==> src/rtl/branch_unit.sv <==
// branch_unit: RV32I branch execution stage.
// It evaluates the branch condition and the target/next PC for each accepted
// branch. Results wait in a small circular result queue until the CDB grants
// the head entry. A flush empties the queue.
// Optional build macro: BRANCH_UNIT_STATS_EN adds the retired/taken counters
// stat_total and stat_taken.
module branch_unit #(
  parameter int         DEPTH       = 2,
  parameter logic [5:0] INVALID_ROB = 6'b010000
) (
  input  logic        clock,
  input  logic        reset,
  input  logic        issue_valid,
  output logic        issue_ready,
  input  logic [5:0]  issue_robNum,
  input  logic [2:0]  issue_subType,
  input  logic [31:0] issue_data1,
  input  logic [31:0] issue_data2,
  input  logic [31:0] issue_pc,
  input  logic [31:0] issue_imm,
  input  logic        flush,
  output logic        cdb_req,
  input  logic        cdb_grant,
  output logic [5:0]  robNum_out,
  output logic        taken_out,
  output logic [31:0] target_out,
  output logic [31:0] nextpc_out,
  output logic        err_out
`ifdef BRANCH_UNIT_STATS_EN
  ,
  output logic [31:0] stat_total,
  output logic [31:0] stat_taken
`endif
);

  localparam int PW = (DEPTH > 1) ? $clog2(DEPTH) : 1;
  localparam int CW = PW + 1;
  localparam logic [CW-1:0] FULL_CNT = CW'(DEPTH);

  logic [PW-1:0] head_ptr;
  logic [PW-1:0] tail_ptr;
  logic [CW-1:0] count;

  logic [5:0]  q_rob    [DEPTH];
  logic        q_taken  [DEPTH];
  logic [31:0] q_target [DEPTH];
  logic [31:0] q_nextpc [DEPTH];
  logic        q_err    [DEPTH];

  logic        op_eq;
  logic        op_lt_s;
  logic        op_lt_u;
  logic        cmp_taken;
  logic        cmp_err;
  logic [31:0] cmp_target;
  logic [31:0] pc_plus4;
  logic [31:0] cmp_nextpc;
  logic        push;
  logic        pop;

  assign op_eq   = (issue_data1 == issue_data2);
  assign op_lt_s = ($signed(issue_data1) < $signed(issue_data2));
  assign op_lt_u = (issue_data1 < issue_data2);

  // Condition select by funct3; the unused encodings 010/011 flag an error.
  always_comb begin
    cmp_taken = 1'b0;
    cmp_err   = 1'b0;
    case (issue_subType)
      3'b000:  cmp_taken = op_eq;
      3'b001:  cmp_taken = !op_eq;
      3'b100:  cmp_taken = op_lt_s;
      3'b101:  cmp_taken = !op_lt_s;
      3'b110:  cmp_taken = op_lt_u;
      3'b111:  cmp_taken = !op_lt_u;
      default: cmp_err   = 1'b1;
    endcase
  end

  assign cmp_target = issue_pc + issue_imm;
  assign pc_plus4   = issue_pc + 32'd4;
  assign cmp_nextpc = cmp_taken ? cmp_target : pc_plus4;

  // A grant never frees a slot in the same cycle, so a full queue stalls issue.
  assign issue_ready = (count < FULL_CNT) && !flush;
  assign cdb_req     = (count != '0);
  assign push        = issue_valid && issue_ready;
  assign pop         = cdb_req && cdb_grant && !flush;

  // Queue occupancy and pointer bookkeeping; reset and flush both empty it.
  always_ff @(posedge clock) begin
    if (!reset) begin
      head_ptr <= '0;
      tail_ptr <= '0;
      count    <= '0;
    end else if (flush) begin
      head_ptr <= '0;
      tail_ptr <= '0;
      count    <= '0;
    end else begin
      if (push) tail_ptr <= tail_ptr + 1'b1;
      if (pop)  head_ptr <= head_ptr + 1'b1;
      case ({push, pop})
        2'b10:   count <= count + 1'b1;
        2'b01:   count <= count - 1'b1;
        default: count <= count;
      endcase
    end
  end

  // Result storage. It needs no reset because the outputs are masked while empty.
  always_ff @(posedge clock) begin
    if (push) begin
      q_rob[tail_ptr]    <= issue_robNum;
      q_taken[tail_ptr]  <= cmp_taken;
      q_target[tail_ptr] <= cmp_target;
      q_nextpc[tail_ptr] <= cmp_nextpc;
      q_err[tail_ptr]    <= cmp_err;
    end
  end

  assign robNum_out = cdb_req ? q_rob[head_ptr]    : INVALID_ROB;
  assign taken_out  = cdb_req ? q_taken[head_ptr]  : 1'b0;
  assign target_out = cdb_req ? q_target[head_ptr] : 32'd0;
  assign nextpc_out = cdb_req ? q_nextpc[head_ptr] : 32'd0;
  assign err_out    = cdb_req ? q_err[head_ptr]    : 1'b0;

`ifdef BRANCH_UNIT_STATS_EN
  // Retirement counters; they survive flushes and clear only on reset.
  always_ff @(posedge clock) begin
    if (!reset) begin
      stat_total <= '0;
      stat_taken <= '0;
    end else if (pop) begin
      stat_total <= stat_total + 32'd1;
      if (q_taken[head_ptr]) stat_taken <= stat_taken + 32'd1;
    end
  end
`endif

endmodule
==> config.mk <==
export PLATFORM = sky130hd
export DESIGN_NAME = branch_unit
export DESIGN_NICKNAME = d
export VERILOG_FILES = /design/src/rtl/branch_unit.sv
export SDC_FILE = /design/constraint.sdc
export NUM_CORES = 1
export LEC_CHECK = 0
export BUFFER_PORTS_ARGS = -buffer_cell sky130_fd_sc_hd__buf_4
export CAP_MARGIN = 20
export CORE_ASPECT_RATIO = 1.1
export CORE_MARGIN = 1.5
export CORE_UTILIZATION = 55
export DETAILED_ROUTE_END_ITERATION = 8
export PLACE_DENSITY = 0.91
export REMOVE_ABC_BUFFERS = 1
export SETUP_SLACK_MARGIN = 0.2
export SLEW_MARGIN = 20
export SYNTH_ARGS = -nofsm -noshare
export SYNTH_HDL_FRONTEND = slang
export SYNTH_SLANG_ARGS = --single-unit
==> constraint.sdc <==
create_clock -name clock -period 5.4 [get_ports clock]
set_clock_uncertainty 0.1 [all_clocks]
set_input_delay 0.54 -clock clock [delete_from_list [all_inputs] [get_ports clock]]
set_output_delay 0.54 -clock clock [all_outputs]
set_load 0.02 [all_outputs]
* Word-level counts from Yosys, hierarchy flattened
Memories as Yosys holds them, arrays and structs flattened. A register that Yosys moved wholly into a read port is not among the register bits.
Index checks and enable logic that the tools add are counted.
** Storage, ports and cells
- Register bits :: 4
- Bits in latches :: 0
- Memory bits (writable) :: 144
- Memory bits (read-only) :: 0
- Bits of input ports :: 142
- Output and inout bits :: 74
- Word-level logic and storage cells :: 60
- Memories :: 5
** Operators by class
- Add/subtract/negate cells :: 6
- Multipliers :: 0
- Div/mod/pow operators :: 0
- Magnitude comparators :: 3
- Equality and inequality tests :: 8
- Shift operators :: 0
- Muxes and demuxes :: 21
- Bitwise operators :: 1
- Reduce and logical (&&, ||, !) cells :: 13
** Memories
- q_nextpc :: words 2, bits a word 32, rd ports 1, clocked after Yosys merged registers in 1, wr ports 1, RTL line 47 : logic [31:0] q_nextpc [DEPTH];
- q_target :: words 2, bits a word 32, rd ports 1, clocked after Yosys merged registers in 1, wr ports 1, RTL line 46 : logic [31:0] q_target [DEPTH];
- q_rob :: words 2, bits a word 6, rd ports 1, clocked after Yosys merged registers in 1, wr ports 1, RTL line 44 : logic [5:0] q_rob [DEPTH];
- q_err :: words 2, bits a word 1, rd ports 1, clocked after Yosys merged registers in 1, wr ports 1, RTL line 48 : logic q_err [DEPTH];
- q_taken :: words 2, bits a word 1, rd ports 1, clocked after Yosys merged registers in 1, wr ports 1, RTL line 45 : logic q_taken [DEPTH];
** Operators by type and width (count)
- 32-bit 2-to-1 mux :: 3
- 32-bit < comparator :: 2
- 32-bit by 3-bit adder with 32-bit output (second input constant) :: 1
- 32-bit adder :: 1
- 32-bit == test :: 1
- 1-bit 2-to-1 mux :: 15
- 3-bit == test (second input constant) :: 4
- 6-bit 2-to-1 mux :: 1
- 1-bit case mux with 6 select lines :: 1
- 6-bit OR reduction :: 1
- 1-bit logical AND :: 4
- 1-bit zero test :: 4
- 2-bit case mux with 2 select lines :: 1
- 2-bit nonzero test :: 2
- 3-bit by 1-bit == test with 1-bit output (second input constant) :: 1
- 3-bit zero test :: 1
- 1-bit adder (second input constant) :: 2
- 2-bit by 1-bit adder with 2-bit output (second input constant) :: 1
- 2-bit by 1-bit == test with 1-bit output (second input constant) :: 1
- 2-bit == test (second input constant) :: 1
- 2-bit < comparator (second input constant) :: 1
- 2-bit OR reduction :: 1
- 2-bit by 1-bit subtractor with 2-bit output (second input constant) :: 1
- 1-bit inverter :: 1

* Depth between registers and ports, before layout
- Depth after elaboration :: 5
- Mapped depth :: 13

* Worst setup path before layout
OpenSTA, ideal clock, no wires.
- Path kind :: input to register
- Start :: input flush
- End :: memory q_err[0], enable pin
- Setup time :: 0.503 ns
- Data arrival time :: 4.089 ns
- Slack :: 0.708 ns
- Cell stages on the path :: 3
- Buffers on the path :: 0
- Cell sequence :: nor2_1 > nand2_1 > nor2_1
** Between the ends
- Cells in the longest elaborated chain, start to end :: 5
** RTL lines
- start: declaration :: RTL line 21 : input logic flush,
- 1-bit zero test :: RTL line 85 : assign issue_ready = (count < FULL_CNT) && !flush;
- 1-bit logical AND :: RTL line 85
- 1-bit logical AND :: RTL line 87 : assign push = issue_valid && issue_ready;
- 1-bit 2-to-1 mux :: RTL line 113 : if (push) begin
- 1-bit 2-to-1 mux (implied by the code) :: RTL line 118 : q_err[tail_ptr] <= cmp_err;
- end: declaration :: RTL line 48
No other way between the ends.

* Final worst setup path
- Start :: input issue_pc[0]
- End :: memory q_nextpc[0][20] (data pin)
** Between the ends
- Cells in the longest elaborated chain, start to end :: 2
** RTL lines
- start: declaration :: RTL line 19 : input logic [31:0] issue_pc,
- 32-bit adder :: RTL line 80 : assign cmp_target = issue_pc + issue_imm;
- net cmp_target[20] :: RTL line 55 : logic [31:0] cmp_target;
- 32-bit 2-to-1 mux :: RTL line 82 : assign cmp_nextpc = cmp_taken ? cmp_target : pc_plus4;
- net cmp_nextpc[20] :: RTL line 57 : logic [31:0] cmp_nextpc;
- end: declaration :: RTL line 47
The timed path passes the listed nets, and every way through them passes these cells.

==> results.txt <==
----------------------------------------------------
[Power]
  Leakage ... between 4 and 5 nW
  Power density normalized to cell area ... roughly 280 mW/mm^2
  Final Power ... 3.18 mW
  Maximum vdd drop ... 0.243 mV

[GRT]
  Initial antenna violation count ... 1
  Largest net degree at the start of global routing ... 73
  Number of global-route vias before repair ... approximately 7000
  GRT Total Usage ... 0.248
  Total global routing overflow ... 0
  Wire length of the first global-routing pass ... 33400 um

[Finish]
  Layout fillers ... between 1000 and 1500
  # nets final ... 1233
  Layout area overhead ... 26.8%
  Area of the multi-input gates ... about 0.0042 mm^2
  Area used by sequential logic in the layout ... around 0.0044 mm^2
  Ratio of cells with drive above 1 in the final layout ... 0.269

[Route]
  Count of nets left with antenna violations after detail routing ... 0
  Number of DRC markers in iteration 0 ... 546
  Post-detailed-route wirelength per cell ... between 15 and 20 um
  DRC Markers ... 0
  Number of search-and-repair iterations in the first detailed-routing pass ... 5
  Vias per cell ... approximately 5.7
  Vias ... roughly 7100
  Wire length reported by the detailed router ... between 20000 and 25000 um

[Logic synthesis]
  Sequential fraction of the synthesis area ... 0.495
  Synth area leaders ... sky130_fd_sc_hd__edfxtp_1 (48%), sky130_fd_sc_hd__ha_1 (9.1%), sky130_fd_sc_hd__mux2i_1 (8.2%)
  Cell type with the largest total area after synthesis ... sky130_fd_sc_hd__edfxtp_1
  EDFF count, synth ... between 100 and 150
  Area fraction of the dominant cell type after synthesis ... 0.484
  Yosys Warn Count ... 0
  Mean instance size in the synthesized netlist ... roughly 11 um^2
  Cell count after synthesis ... just over 800
  Netlist area before placement ... slightly below 0.009 mm^2
  Count of different cell masters after synthesis ... slightly below 60
  Number of register bits inferred by synthesis ... ~150
  Share of async-settable or async-resettable flops after synthesis ... 0
  Top_reg_cell synth ... sky130_fd_sc_hd__edfxtp_1

[Worst setup path]
  Critical path, cell by cell ... buf_4, ha_1, inv_1, fa_1, nand2b_1, a21oi_1, o21ai_0, a21oi_1, o31ai_1, a21boi_0, o41ai_1, xnor2_1, mux2_4
  Critical-path maximum fanout ... 3
  Slowest stage cell on the critical path ... sky130_fd_sc_hd__o41ai_1
  Cell mode on critical path ... sky130_fd_sc_hd__a21oi_1
  Endpoint type of the worst setup path ... flop
  Signal arrival time at the worst endpoint ... approximately 3.7 ns
  Worst setup SP type ... input pin
  Critical Path Max Stage Delay ... 0.54 ns
  Critical Setup Path Class ... in2reg
  Required @ worst endpoint ... between 5 and 6 ns

[Flow run]
  Number of max-capacitance violations reported ... 0

[CTS]
  Number of buffers created by CTS ... 17
  TritonCTS Sinks ... 149
  Clock transition at path regs ... approximately 0.060 ns
  Resize count post-CTS ... 0
  Largest buffer count on any clock path ... 2
  CTS H-Tree Depth ... 4
  TritonCTS clock tree ... yes
  Buffer type at the clock tree root ... sky130_fd_sc_hd__clkbuf_16
  Clock latency at the later pin of the worst-skew pair ... approximately 0.42 ns
  Total of hold buffers inserted after clock tree synthesis ... 0
  Buffers inserted during post-CTS setup optimization ... 0

[Status]
  Result of the run ... complete, no violations

[Timing]
  Unrepaired setup endpoints after global routing ... false
  Number of max-slew violations in the final report ... 0
  Relative slew margins ... 0.303
  Total of endpoints with negative setup slack in the final report ... 0
  Number of hold-slack violations in the final timing report ... 0
  Final-layout setup total negative slack ... 0 ns
  Final period util ... 0.673
  Measured slew at the worst slew-check pin ... ~1.0 ns
  Tmin final ... 3.63 ns
  Timing-limited maximum frequency ... 0.275 GHz

[Placed design]
  Routability-driven placement congestion ratio ... roughly 0.85
  Port Buffer Count ... 215
  Sum of net half-perimeters after detailed placement ... 15100 um

[Die]
  Placement row count ... 48
  Core Area ... 0.0158 mm^2
  Starting density of the core ... 0.566
  IO Pins ... 216
  Die area ... between 0.015 and 0.02 mm^2
  Die outline width ... between 100 and 150 um
  Floorplan die height ... 137 um

[Hold path]
  Path category of the worst min-delay check ... in2reg

----------------------------------------------------
stage by stage:
step | setup WS (ns) | area (um^2) | util | cells | hold slack, ns
global route | 1.57 | 11300 | 0.717 | 1239 | 0.198
floorplan | 0.708 | 8820 | - | 787 | 0.372
CTS | 1.84 | 11300 | 0.717 | 1238 | 0.196
finish | 1.77 | 11300 | 0.717 | 1239 | 0.204
global placement | 1.54 | 10700 | 0.680 | 1206 | 0.382
detailed placement | 1.42 | 10700 | 0.680 | 1206 | 0.389
final timing paths:
| check | slack [ns] | start | endpoint | depth (start not counted) |
|---|---|---|---|---|
| worst max-delay path | 1.77 | issue_pc[0] | q_nextpc[0][20]$_DFFE_PP_ | 13 |
| worst min-delay path | 0.20 | issue_robNum[4] | q_rob[1][4]$_DFFE_PP_ | 1 |
| worst max register to register | 2.60 | count[1]$_SDFFE_PP0P_ | count[1]$_SDFFE_PP0P_ | 8 |
| worst min register to register | 0.41 | head_ptr$_SDFFE_PP0P_ | head_ptr$_SDFFE_PP0P_ | 2 |
cells in the mapped netlist, types with 2 or more instances:
| master | n |
|---|---|
| sky130_fd_sc_hd__xor2_1 | 22 |
| sky130_fd_sc_hd__nand4_1 | 6 |
| sky130_fd_sc_hd__or2_2 | 3 |
| sky130_fd_sc_hd__o211ai_2 | 2 |
| sky130_fd_sc_hd__clkbuf_1 | 17 |
| sky130_fd_sc_hd__a21boi_0 | 3 |
| sky130_fd_sc_hd__a31oi_1 | 5 |
| sky130_fd_sc_hd__and3_1 | 13 |
| sky130_fd_sc_hd__nand2_1 | 59 |
| sky130_fd_sc_hd__a211oi_1 | 3 |
| sky130_fd_sc_hd__inv_1 | 52 |
| sky130_fd_sc_hd__nor3_1 | 9 |
| sky130_fd_sc_hd__ha_1 | 65 |
| sky130_fd_sc_hd__o21ai_1 | 5 |
| sky130_fd_sc_hd__edfxtp_1 | 144 |
| sky130_fd_sc_hd__a211o_1 | 2 |
| sky130_fd_sc_hd__buf_2 | 5 |
| sky130_fd_sc_hd__o21ai_0 | 31 |
| sky130_fd_sc_hd__mux2i_1 | 73 |
| sky130_fd_sc_hd__a21o_1 | 20 |
| sky130_fd_sc_hd__nand3b_1 | 2 |
| sky130_fd_sc_hd__o211ai_1 | 4 |
| sky130_fd_sc_hd__a21oi_1 | 40 |
| sky130_fd_sc_hd__dfxtp_1 | 5 |
| sky130_fd_sc_hd__o21a_1 | 2 |
| sky130_fd_sc_hd__nor2b_1 | 6 |
| sky130_fd_sc_hd__nand3_1 | 25 |
| sky130_fd_sc_hd__mux2_4 | 9 |
| sky130_fd_sc_hd__nor2_1 | 103 |
| sky130_fd_sc_hd__o2111ai_1 | 2 |
| sky130_fd_sc_hd__o21bai_1 | 5 |
| sky130_fd_sc_hd__xnor2_1 | 37 |
| sky130_fd_sc_hd__mux2_2 | 3 |
| sky130_fd_sc_hd__nand2b_1 | 4 |
cells in the final DEF, fill, tap and decap left out, types with 3 or more instances in the layout:
cell | netlist | layout
sky130_fd_sc_hd__nand2_1 | 59 | 59
sky130_fd_sc_hd__xor2_1 | 22 | 22
sky130_fd_sc_hd__o21ai_1 | 5 | 5
sky130_fd_sc_hd__bufinv_16 | 0 | 3
sky130_fd_sc_hd__nor2b_1 | 6 | 6
sky130_fd_sc_hd__ha_1 | 65 | 65
sky130_fd_sc_hd__and3_1 | 13 | 12
sky130_fd_sc_hd__o21ai_0 | 31 | 31
sky130_fd_sc_hd__nand2b_1 | 4 | 4
sky130_fd_sc_hd__nand4_1 | 6 | 6
sky130_fd_sc_hd__xnor2_1 | 37 | 37
sky130_fd_sc_hd__buf_4 | 0 | 219
sky130_fd_sc_hd__nor3_1 | 9 | 9
sky130_fd_sc_hd__clkinvlp_4 | 0 | 4
sky130_fd_sc_hd__a21oi_1 | 40 | 40
sky130_fd_sc_hd__nand3_1 | 25 | 25
sky130_fd_sc_hd__mux2i_1 | 73 | 73
sky130_fd_sc_hd__a21boi_0 | 3 | 3
sky130_fd_sc_hd__mux2_4 | 9 | 9
sky130_fd_sc_hd__a31oi_1 | 5 | 5
sky130_fd_sc_hd__a211oi_1 | 3 | 3
sky130_fd_sc_hd__mux2_2 | 3 | 3
sky130_fd_sc_hd__edfxtp_1 | 144 | 144
sky130_fd_sc_hd__o211ai_1 | 4 | 4
sky130_fd_sc_hd__or2_2 | 3 | 3
sky130_fd_sc_hd__nor2_1 | 103 | 101
sky130_fd_sc_hd__o21bai_1 | 5 | 5
sky130_fd_sc_hd__inv_1 | 52 | 52
sky130_fd_sc_hd__clkbuf_1 | 17 | 3
sky130_fd_sc_hd__clkbuf_16 | 0 | 17
sky130_fd_sc_hd__dfxtp_1 | 5 | 4
sky130_fd_sc_hd__a21o_1 | 20 | 20
power by group:
group | switching, mW | internal (mW) | total (mW)
Combinational | 0.340 | 0.270 | 0.609
Clock | 0.457 | 0.725 | 1.18
Sequential | 0.0147 | 1.37 | 1.38
Total | 0.811 | 2.37 | 3.18
state kept, by name, indices dropped and copies added, names as in the netlist, named ones only:
signal and count:
tail_ptr 1, q_err 2, head_ptr 1, count 2
q_taken 2, q_nextpc 64, q_target 64, q_rob 12
routing by layer:
metal	global-route usage	share of wire	routed length, um
met1	0.275	0.37	7970
met2	0.442	0.51	10900
met3	0.0586	0.073	1570
met4	0.142	0.046	978
met5	0	0	0
area by class of cell:
cell class	count	share of cell area
flip-flops and latches	149	0.391
clock buffers	20	0.0385
well taps	200	0.0221
multi-input cells	585	0.372
inverters	53	0.0176
repair buffers	219	0.145
diodes	1	0.000221
clock inverters	12	0.0134
cell families (layout without fill, tap and decap cells):
logic type               count (synthesis)  in the layout  synth area share
AND/OR/NAND/NOR                        240            240             0.122
flip-flops                             149            149             0.495
AO/OA/AOI/OAI                          135            135            0.0961
multiplexers                            85             85             0.101
buffers and inverters                   77            304            0.0351
adder cells (fa/ha/maj)                 66             66            0.0933
XOR/XNOR                                59             59            0.0578
other                                    0              1                 0
worst max-delay path, delay by kind of cell:
family | cells | cell delay [ns]
compound gates | 6 | 1.83
fa+ha+maj | 2 | 0.44
mux | 1 | 0.31
simple gates | 1 | 0.15
buf+inv | 2 | 0.20
xor+xnor | 1 | 0.23
Note: power is estimated with default switching activity, not from simulation.
